==> src/rtl/pixel_dma_out_frame_sequencer.sv <==
// pixel_dma_out_frame_sequencer: drives the pixel_dma_out ap_ctrl_hs handshake one frame at a time, with watchdog, deadlock qualification and soft-reset recovery
//   ap_clk/ap_rst_n                    clock, async active-low reset
//   enable, frame_limit                run request, frames per run (0 = continuous)
//   timeout_cycles                     per-frame watchdog limit (0 = off)
//   clear_fault                        releases FAULT
//   core_ap_start/ready/done/idle      ap_ctrl_hs handshake with the core
//   deadlock_block                     deadlock monitor block flag
//   core_rst_n                         soft reset to the core
//   busy, frames_done, fault, fault_cause, error_count   status
module pixel_dma_out_frame_sequencer #(
  parameter int TIMEOUT_W  = 24,
  parameter int BLOCK_HOLD = 16,
  parameter int RST_CYCLES = 8
) (
  input  logic                 ap_clk,
  input  logic                 ap_rst_n,
  input  logic                 enable,
  input  logic [15:0]          frame_limit,
  input  logic [TIMEOUT_W-1:0] timeout_cycles,
  input  logic                 clear_fault,
  output logic                 core_ap_start,
  input  logic                 core_ap_ready,
  input  logic                 core_ap_done,
  input  logic                 core_ap_idle,
  input  logic                 deadlock_block,
  output logic                 core_rst_n,
  output logic                 busy,
  output logic [15:0]          frames_done,
  output logic                 fault,
  output logic [1:0]           fault_cause,
  output logic [7:0]           error_count
);
  localparam int BW = $clog2(BLOCK_HOLD + 1);
  localparam int RW = $clog2(RST_CYCLES + 1);
  localparam logic [BW-1:0] HOLD  = BW'(BLOCK_HOLD);
  localparam logic [RW-1:0] RLAST = RW'(RST_CYCLES - 1);
  typedef enum logic [2:0] {IDLE, START, RUN, RECOVER, FAULT} state_t;
  state_t               state_q;
  logic [TIMEOUT_W-1:0] wdog_q, wdog_d;
  logic [BW-1:0]        blk_q, blk_d;
  logic [RW-1:0]        rcnt_q;
  logic [15:0]          frames_q, frames_d;
  logic [1:0]           cause_q;
  logic [7:0]           err_q;
  logic                 start_q, rst_q, busy_q, fault_q;
  logic                 active, done_ev, to_fire, dl_fire, limit_hit;
  // wdog_d is the count including the current cycle, so the watchdog fires on the Nth cycle after START entry
  always_comb begin
    active    = state_q == START || state_q == RUN;
    wdog_d    = wdog_q + 1'b1;
    frames_d  = frames_q + 1'b1;
    to_fire   = active && timeout_cycles != '0 && wdog_d == timeout_cycles;
    dl_fire   = active && deadlock_block && blk_q >= HOLD - 1'b1;
    blk_d     = !deadlock_block ? '0 : dl_fire ? HOLD : blk_q + 1'b1;
    done_ev   = core_ap_done && (state_q == RUN || (state_q == START && core_ap_ready));
    limit_hit = frame_limit != '0 && frames_d == frame_limit;
  end
  always_ff @(posedge ap_clk or negedge ap_rst_n) begin
    if (!ap_rst_n) begin
      state_q  <= IDLE;
      start_q  <= 1'b0;
      rst_q    <= 1'b1;
      busy_q   <= 1'b0;
      fault_q  <= 1'b0;
      frames_q <= '0;
      cause_q  <= '0;
      err_q    <= '0;
      wdog_q   <= '0;
      blk_q    <= '0;
      rcnt_q   <= '0;
    end else begin
      case (state_q)
        IDLE: if (enable && core_ap_idle) begin
          state_q  <= START;
          start_q  <= 1'b1;
          busy_q   <= 1'b1;
          frames_q <= '0;
          wdog_q   <= '0;
          blk_q    <= '0;
        end
        START, RUN: begin
          wdog_q <= wdog_d;
          blk_q  <= blk_d;
          // a done in the same cycle as a fault event wins: the frame counts and no fault is raised
          if (done_ev) begin
            frames_q <= frames_d;
            if (limit_hit || !enable) begin
              state_q <= IDLE;
              start_q <= 1'b0;
              busy_q  <= 1'b0;
            end else begin
              state_q <= START;
              start_q <= 1'b1;
              wdog_q  <= '0;
            end
          end else if (to_fire || dl_fire) begin
            state_q <= RECOVER;
            start_q <= 1'b0;
            busy_q  <= 1'b0;
            fault_q <= 1'b1;
            rst_q   <= 1'b0;
            rcnt_q  <= '0;
            cause_q <= {dl_fire, to_fire};
            err_q   <= err_q + {7'd0, err_q != 8'hff};
          end else if (state_q == START && core_ap_ready) begin
            state_q <= RUN;
            start_q <= 1'b0;
          end
        end
        RECOVER: if (rcnt_q == RLAST) begin
          state_q <= FAULT;
          rst_q   <= 1'b1;
        end else begin
          rcnt_q <= rcnt_q + 1'b1;
        end
        FAULT: if (clear_fault) begin
          state_q <= IDLE;
          fault_q <= 1'b0;
          cause_q <= '0;
        end
        default: state_q <= IDLE;
      endcase
    end
  end
  assign core_ap_start = start_q;
  assign core_rst_n    = rst_q;
  assign busy          = busy_q;
  assign frames_done   = frames_q;
  assign fault         = fault_q;
  assign fault_cause   = cause_q;
  assign error_count   = err_q;
endmodule

==> config.mk <==
export PLATFORM = sky130hd
export DESIGN_NAME = pixel_dma_out_frame_sequencer
export DESIGN_NICKNAME = d
export VERILOG_FILES = /design/src/rtl/pixel_dma_out_frame_sequencer.sv
export SDC_FILE = /design/constraint.sdc
export NUM_CORES = 1
export LEC_CHECK = 0
export ABC_AREA = 1
export BUFFER_PORTS_ARGS = -buffer_cell sky130_fd_sc_hd__buf_2
export CAP_MARGIN = 20
export CORE_AREA = 3 3 88 174
export CTS_CLUSTER_DIAMETER = 80
export DETAILED_ROUTE_END_ITERATION = 8
export DIE_AREA = 0 0 91 177
export PLACE_DENSITY = 0.58
export SLEW_MARGIN = 30
export SYNTH_ARGS = -nofsm -noshare
export SYNTH_HDL_FRONTEND = slang
export SYNTH_SLANG_ARGS = --single-unit
==> constraint.sdc <==
create_clock -name ap_clk -period 2.8 [get_ports ap_clk]
set_clock_uncertainty 0.1 [all_clocks]
set_input_delay 0.56 -clock ap_clk [delete_from_list [all_inputs] [get_ports ap_clk]]
set_output_delay 0.56 -clock ap_clk [all_outputs]
set_load 0.05 [all_outputs]
==> metrics.txt <==
# TYPE chip_impl_metric gauge
chip_impl_metric{name="port-buffer-count",unit=""} 77
chip_impl_metric{name="detailedRoute.firstIterationViolations",unit=""} 199
chip_impl_info{name="top_usage_layer",value="met2"} 1
chip_impl_metric{name="final_estimated_routing_congestion_in_global_placement",unit=""} 0.9162
chip_impl_info{name="crit_family",value="simple AND/OR/NAND/NOR gates"} 1
chip_impl_metric{name="synth_compound_gate_area_share",unit=""} 0.07661
chip_impl_metric{name="final_setup_viols",unit=""} 0
chip_impl_metric{name="async_flop_share",unit=""} 1.000
chip_impl_metric{name="multi_input_comb_area",unit="um^2"} 2865
chip_impl_metric{name="insertion_delay",unit="ps"} 330
chip_impl_metric{name="drt_wl_total",unit="mm"} 15.36
chip_impl_metric{name="via_per_inst",unit=""} 4.928
chip_impl_metric{name="synth_edf_count",unit=""} 0
chip_impl_metric{name="design_area",unit="um^2"} 5911
chip_impl_info{name="capture_instance_of_the_worst_register_to_register_path",value="error_count[3]$_DFFE_PN0P_"} 1
chip_impl_metric{name="clock.fmax",unit="MHz"} 386.7
chip_impl_info{name="critPathMostFrequentCell",value="sky130_fd_sc_hd__nand2_2"} 1
chip_impl_metric{name="syn_to_final_growth",unit="%"} 20.23
chip_impl_metric{name="worst_pin_slew",unit="ps"} 649.0
chip_impl_metric{name="synthDominantCellAreaShare",unit=""} 0.3309
chip_impl_metric{name="worst_path_largest_cell_delay",unit="ps"} 400
chip_impl_metric{name="fin_nets",unit=""} 883
chip_impl_metric{name="critical_path_peak_fanout",unit=""} 8
chip_impl_metric{name="final_layout_size_suffix_gt1_frac",unit=""} 0.1885
chip_impl_metric{name="leakagePower",unit="nW"} 2.905
chip_impl_metric{name="yosys_register_bits",unit=""} 66
chip_impl_metric{name="postSynthNetCount",unit=""} 792
chip_impl_info{name="synth.most_common_cell",value="sky130_fd_sc_hd__nand2_1"} 1
chip_impl_metric{name="hold_violations",unit=""} 0
chip_impl_metric{name="area_taken_by_flip_flops_and_latches",unit="um^2"} 1655
chip_impl_metric{name="placeableCoreArea",unit="um^2"} 14040
chip_impl_metric{name="floorplan.die.width",unit="um"} 91
chip_impl_metric{name="ys_seq_area_frac",unit=""} 0.3362
chip_impl_metric{name="antenna_found_initial",unit=""} 0
chip_impl_metric{name="maxSlewHeadroom",unit=""} 0.5673
chip_impl_metric{name="final_total_negative_setup_slack",unit="ps"} 0
chip_impl_metric{name="reg2reg_slack",unit="ps"} 210
chip_impl_metric{name="worst-path-buf-inv",unit=""} 1
chip_impl_info{name="synth_top_family_by_area",value="simple AND/OR/NAND/NOR gates"} 1
chip_impl_metric{name="clk_pin_slew_worst_paths",unit="ps"} 60
chip_impl_metric{name="first_pass_detailed_route_iteration_total",unit=""} 4
chip_impl_metric{name="peak_ir_drop_on_the_vdd_network",unit="mV"} 0.4085
chip_impl_metric{name="global_routing_usage_summed_across_all_routing_layers",unit=""} 0.1924
chip_impl_metric{name="number_of_buffers_added_by_the_clock_tree_synthesis_step",unit=""} 9
chip_impl_metric{name="die_h",unit="um"} 177
chip_impl_metric{name="drt_drc_violations_left",unit=""} 0
chip_impl_metric{name="maxCapViolCount",unit=""} 0
chip_impl_metric{name="r2r_depth",unit=""} 16
chip_impl_metric{name="synth_cell_types",unit=""} 35
chip_impl_metric{name="antenna_cells",unit=""} 0
chip_impl_metric{name="met3_grt_util",unit=""} 0.02255
chip_impl_info{name="most_used_standard_cells_in_the_synthesized_netlist",value="sky130_fd_sc_hd__nand2_1 (217), sky130_fd_sc_hd__nand3_1 (102), sky130_fd_sc_hd__inv_1 (97)"} 1
chip_impl_metric{name="tritoncts_sink_count",unit=""} 66
chip_impl_metric{name="met1_usage",unit=""} 0.1930
chip_impl_metric{name="dp.final_hpwl",unit="mm"} 12.38
chip_impl_metric{name="synth_instances",unit=""} 737
chip_impl_metric{name="synthSimpleGateAreaFrac",unit=""} 0.4273
chip_impl_metric{name="cts.path.max_buffers",unit=""} 2
chip_impl_info{name="cts_tree",value="yes"} 1
chip_impl_metric{name="h-tree-depth",unit=""} 3
chip_impl_metric{name="vias",unit=""} 5036
chip_impl_metric{name="die_area",unit="um^2"} 16110
chip_impl_metric{name="grt_pass1_vias",unit=""} 4933
chip_impl_metric{name="synthXorXnorAreaFrac",unit=""} 0.05269
chip_impl_info{name="setup.worst_path.start_class",value="flop"} 1
chip_impl_metric{name="postRouteAntennaNets",unit=""} 0
chip_impl_metric{name="synthMuxAreaShare",unit=""} 0
chip_impl_info{name="yosys_most_used_dff",value="sky130_fd_sc_hd__dfrtp_1"} 1
chip_impl_info{name="timing.setup.critical_path_class",value="flop to flop"} 1
chip_impl_info{name="hp-class",value="primary input to asynchronous set/reset pin"} 1
chip_impl_metric{name="placedInstanceArea",unit="um^2"} 5592
chip_impl_info{name="critical_path_end_type",value="flop"} 1
chip_impl_metric{name="avgSynthCellArea",unit="um^2"} 6.670
chip_impl_info{name="status",value="finished clean"} 1
chip_impl_metric{name="drv_slew",unit=""} 0
chip_impl_metric{name="ys_warn_count",unit=""} 0
chip_impl_metric{name="number_of_cells_on_the_critical_path",unit=""} 16
chip_impl_metric{name="filler_cell_count",unit=""} 1562
chip_impl_info{name="clock-root-buffer",value="sky130_fd_sc_hd__clkbuf_16"} 1
chip_impl_metric{name="pin_count_of_the_biggest_net_entering_global_routing",unit=""} 44
chip_impl_metric{name="final.min_clock_period",unit="ps"} 2586
chip_impl_metric{name="grt_overflow",unit=""} 0
chip_impl_metric{name="grt_first_pass_wirelength",unit="mm"} 24.37
chip_impl_metric{name="boundaryPins",unit=""} 78
chip_impl_info{name="reg2reg_from",value="wdog_q[1]$_DFFE_PN0P_"} 1
chip_impl_metric{name="p_per_area",unit="nW/um^2"} 741.2
chip_impl_info{name="slowest_stage",value="sky130_fd_sc_hd__dfrtp_1"} 1
chip_impl_metric{name="fp-row-count",unit=""} 61
chip_impl_info{name="cell_types_occupying_the_most_area_after_synthesis",value="sky130_fd_sc_hd__dfrtp_1 (33%), sky130_fd_sc_hd__nand2_1 (17%), sky130_fd_sc_hd__nand3_1 (10%), sky130_fd_sc_hd__inv_1 (7.4%), sky130_fd_sc_hd__nor2_1 (6.3%)"} 1
chip_impl_metric{name="final.period_utilization",unit=""} 0.9235
chip_impl_info{name="largest_area_contributor_in_the_synthesized_netlist",value="sky130_fd_sc_hd__dfrtp_1"} 1
chip_impl_metric{name="required_time_of_the_worst_setup_path",unit="ps"} 2910
chip_impl_metric{name="initial_core_util",unit=""} 0.3501
chip_impl_metric{name="worst-endpoint-arrival",unit="ps"} 2700
chip_impl_metric{name="finalCoreUtilization",unit=""} 0.4209
chip_impl_metric{name="global_route.usage.met2",unit=""} 0.3799
chip_impl_metric{name="syn_area",unit="um^2"} 4916
chip_impl_info{name="crit_chain",value="ha_2, nand2_2, nor2_4, nand2_2, nor2_4, nand3_1, nand2_1, nand2_1, nand2_1, nand3_1, nor2_2, nand2_2, nand2_2, buf_4, nand3b_4, xnor2_2"} 1
chip_impl_metric{name="postCtsSetupRepairBufs",unit=""} 0
chip_impl_metric{name="routedWlPerCell",unit="um"} 15.03
chip_impl_metric{name="post_synth_fa_ha_maj_area_fraction",unit=""} 0.01782
==> per-layer routing <==
metal  vias to the layer above  share of wire
met5                         -              0
met4                         0          0.047
met3                        40          0.031
met2                       128           0.56
met1                      2313           0.36
li1                       2555              -
==> cell families (layout without fill, tap and decap cells) <==
logic type	count (synthesis)	count (layout)
buffers and inverters	110	206
and+or+nand+nor	463	463
DFF	66	66
adders and majority gates	7	7
xor gates and xnor gates	24	24
AOI/OAI and AO/OA	67	67
==> registers in the layout, indices dropped and copies added (netlist names), 2 cells and up <==
name / flops
error_count: 8
wdog_q: 24
state_q: 3
blk_q: 5
fault_cause: 2
frames_done: 16
rcnt_q: 4
==> worst max-delay path by stage <==
stage,startpoint,endpoint
5_1_grt,wdog_q[1]$_DFFE_PN0P_,error_count[3]$_DFFE_PN0P_
3_5_place_dp,frames_done[0]$_DFFE_PN0P_,wdog_q[19]$_DFFE_PN0P_
3_3_place_gp,frames_done[0]$_DFFE_PN0P_,wdog_q[19]$_DFFE_PN0P_
2_1_floorplan,frames_done[0]$_DFFE_PN0P_,wdog_q[11]$_DFFE_PN0P_
6_report,wdog_q[1]$_DFFE_PN0P_,error_count[3]$_DFFE_PN0P_
4_1_cts,frames_done[0]$_DFFE_PN0P_,wdog_q[21]$_DFFE_PN0P_
==> where the power goes <==
| part | internal [mW] | total [mW] | switching, mW |
|---|---|---|---|
| clock | 0.596 | 1.04 | 0.447 |
| sequential | 1.17 | 1.39 | 0.219 |
| combinational | 0.583 | 1.95 | 1.37 |
| total | 2.35 | 4.38 | 2.04 |
==> what timing repair did <==
action / in CTS / in global routing
gates resized for setup: 2 / 14
setup endpoints to repair: 13 / 41
hold buffers: 0 / 0
pin swaps: 0 / 2
==> layout by cell type, fill, tap and decap left out, types with 2 or more instances in the layout <==
| cell type | netlist | layout |
|---|---|---|
| sky130_fd_sc_hd__clkinvlp_4 | 0 | 3 |
| sky130_fd_sc_hd__xor2_1 | 11 | 11 |
| sky130_fd_sc_hd__buf_2 | 0 | 77 |
| sky130_fd_sc_hd__nand3b_1 | 8 | 8 |
| sky130_fd_sc_hd__clkbuf_16 | 0 | 9 |
| sky130_fd_sc_hd__nand2_1 | 217 | 216 |
| sky130_fd_sc_hd__dfrtp_2 | 0 | 2 |
| sky130_fd_sc_hd__nor3_1 | 10 | 10 |
| sky130_fd_sc_hd__nand4_1 | 9 | 9 |
| sky130_fd_sc_hd__nor2_2 | 3 | 7 |
| sky130_fd_sc_hd__nor2_4 | 7 | 7 |
| sky130_fd_sc_hd__o22ai_1 | 21 | 21 |
| sky130_fd_sc_hd__xnor3_1 | 3 | 3 |
| sky130_fd_sc_hd__clkinv_2 | 0 | 3 |
| sky130_fd_sc_hd__buf_4 | 1 | 13 |
| sky130_fd_sc_hd__dfrtp_1 | 65 | 63 |
| sky130_fd_sc_hd__a21oi_1 | 8 | 8 |
| sky130_fd_sc_hd__o21ai_1 | 6 | 6 |
| sky130_fd_sc_hd__nand3_2 | 5 | 6 |
| sky130_fd_sc_hd__nand3_1 | 102 | 100 |
| sky130_fd_sc_hd__nand2_2 | 13 | 13 |
| sky130_fd_sc_hd__nand2_4 | 1 | 2 |
| sky130_fd_sc_hd__inv_1 | 97 | 97 |
| sky130_fd_sc_hd__o21ai_0 | 29 | 28 |
| sky130_fd_sc_hd__nor2_1 | 82 | 78 |
| sky130_fd_sc_hd__xnor2_1 | 9 | 9 |
| sky130_fd_sc_hd__ha_1 | 7 | 6 |
| sky130_fd_sc_hd__or2_2 | 3 | 3 |
==> stage by stage <==
stage	cells	hold slack [ps]	setup WS (ps)	total power, mW
6_report	1022	148.7	214.2	4.381
5_1_grt	1022	184.3	-15.17	4.701
4_1_cts	1022	166.3	39.23	4.405
3_5_place_dp	1006	362.0	-77.94	3.335
3_3_place_gp	1006	351.7	-38.40	3.327
2_1_floorplan	737	164.4	214.2	2.704
==> area by class of cell <==
cell class / instances / share of cell area
inverter: 98 / 0.06224
sequential: 66 / 0.2801
clock buffer: 9 / 0.03810
multi-input combinational: 561 / 0.4848
tap: 189 / 0.04001
timing repair buffer: 92 / 0.08700
clock inverter: 7 / 0.007832
(Power assumes the default switching activity.)
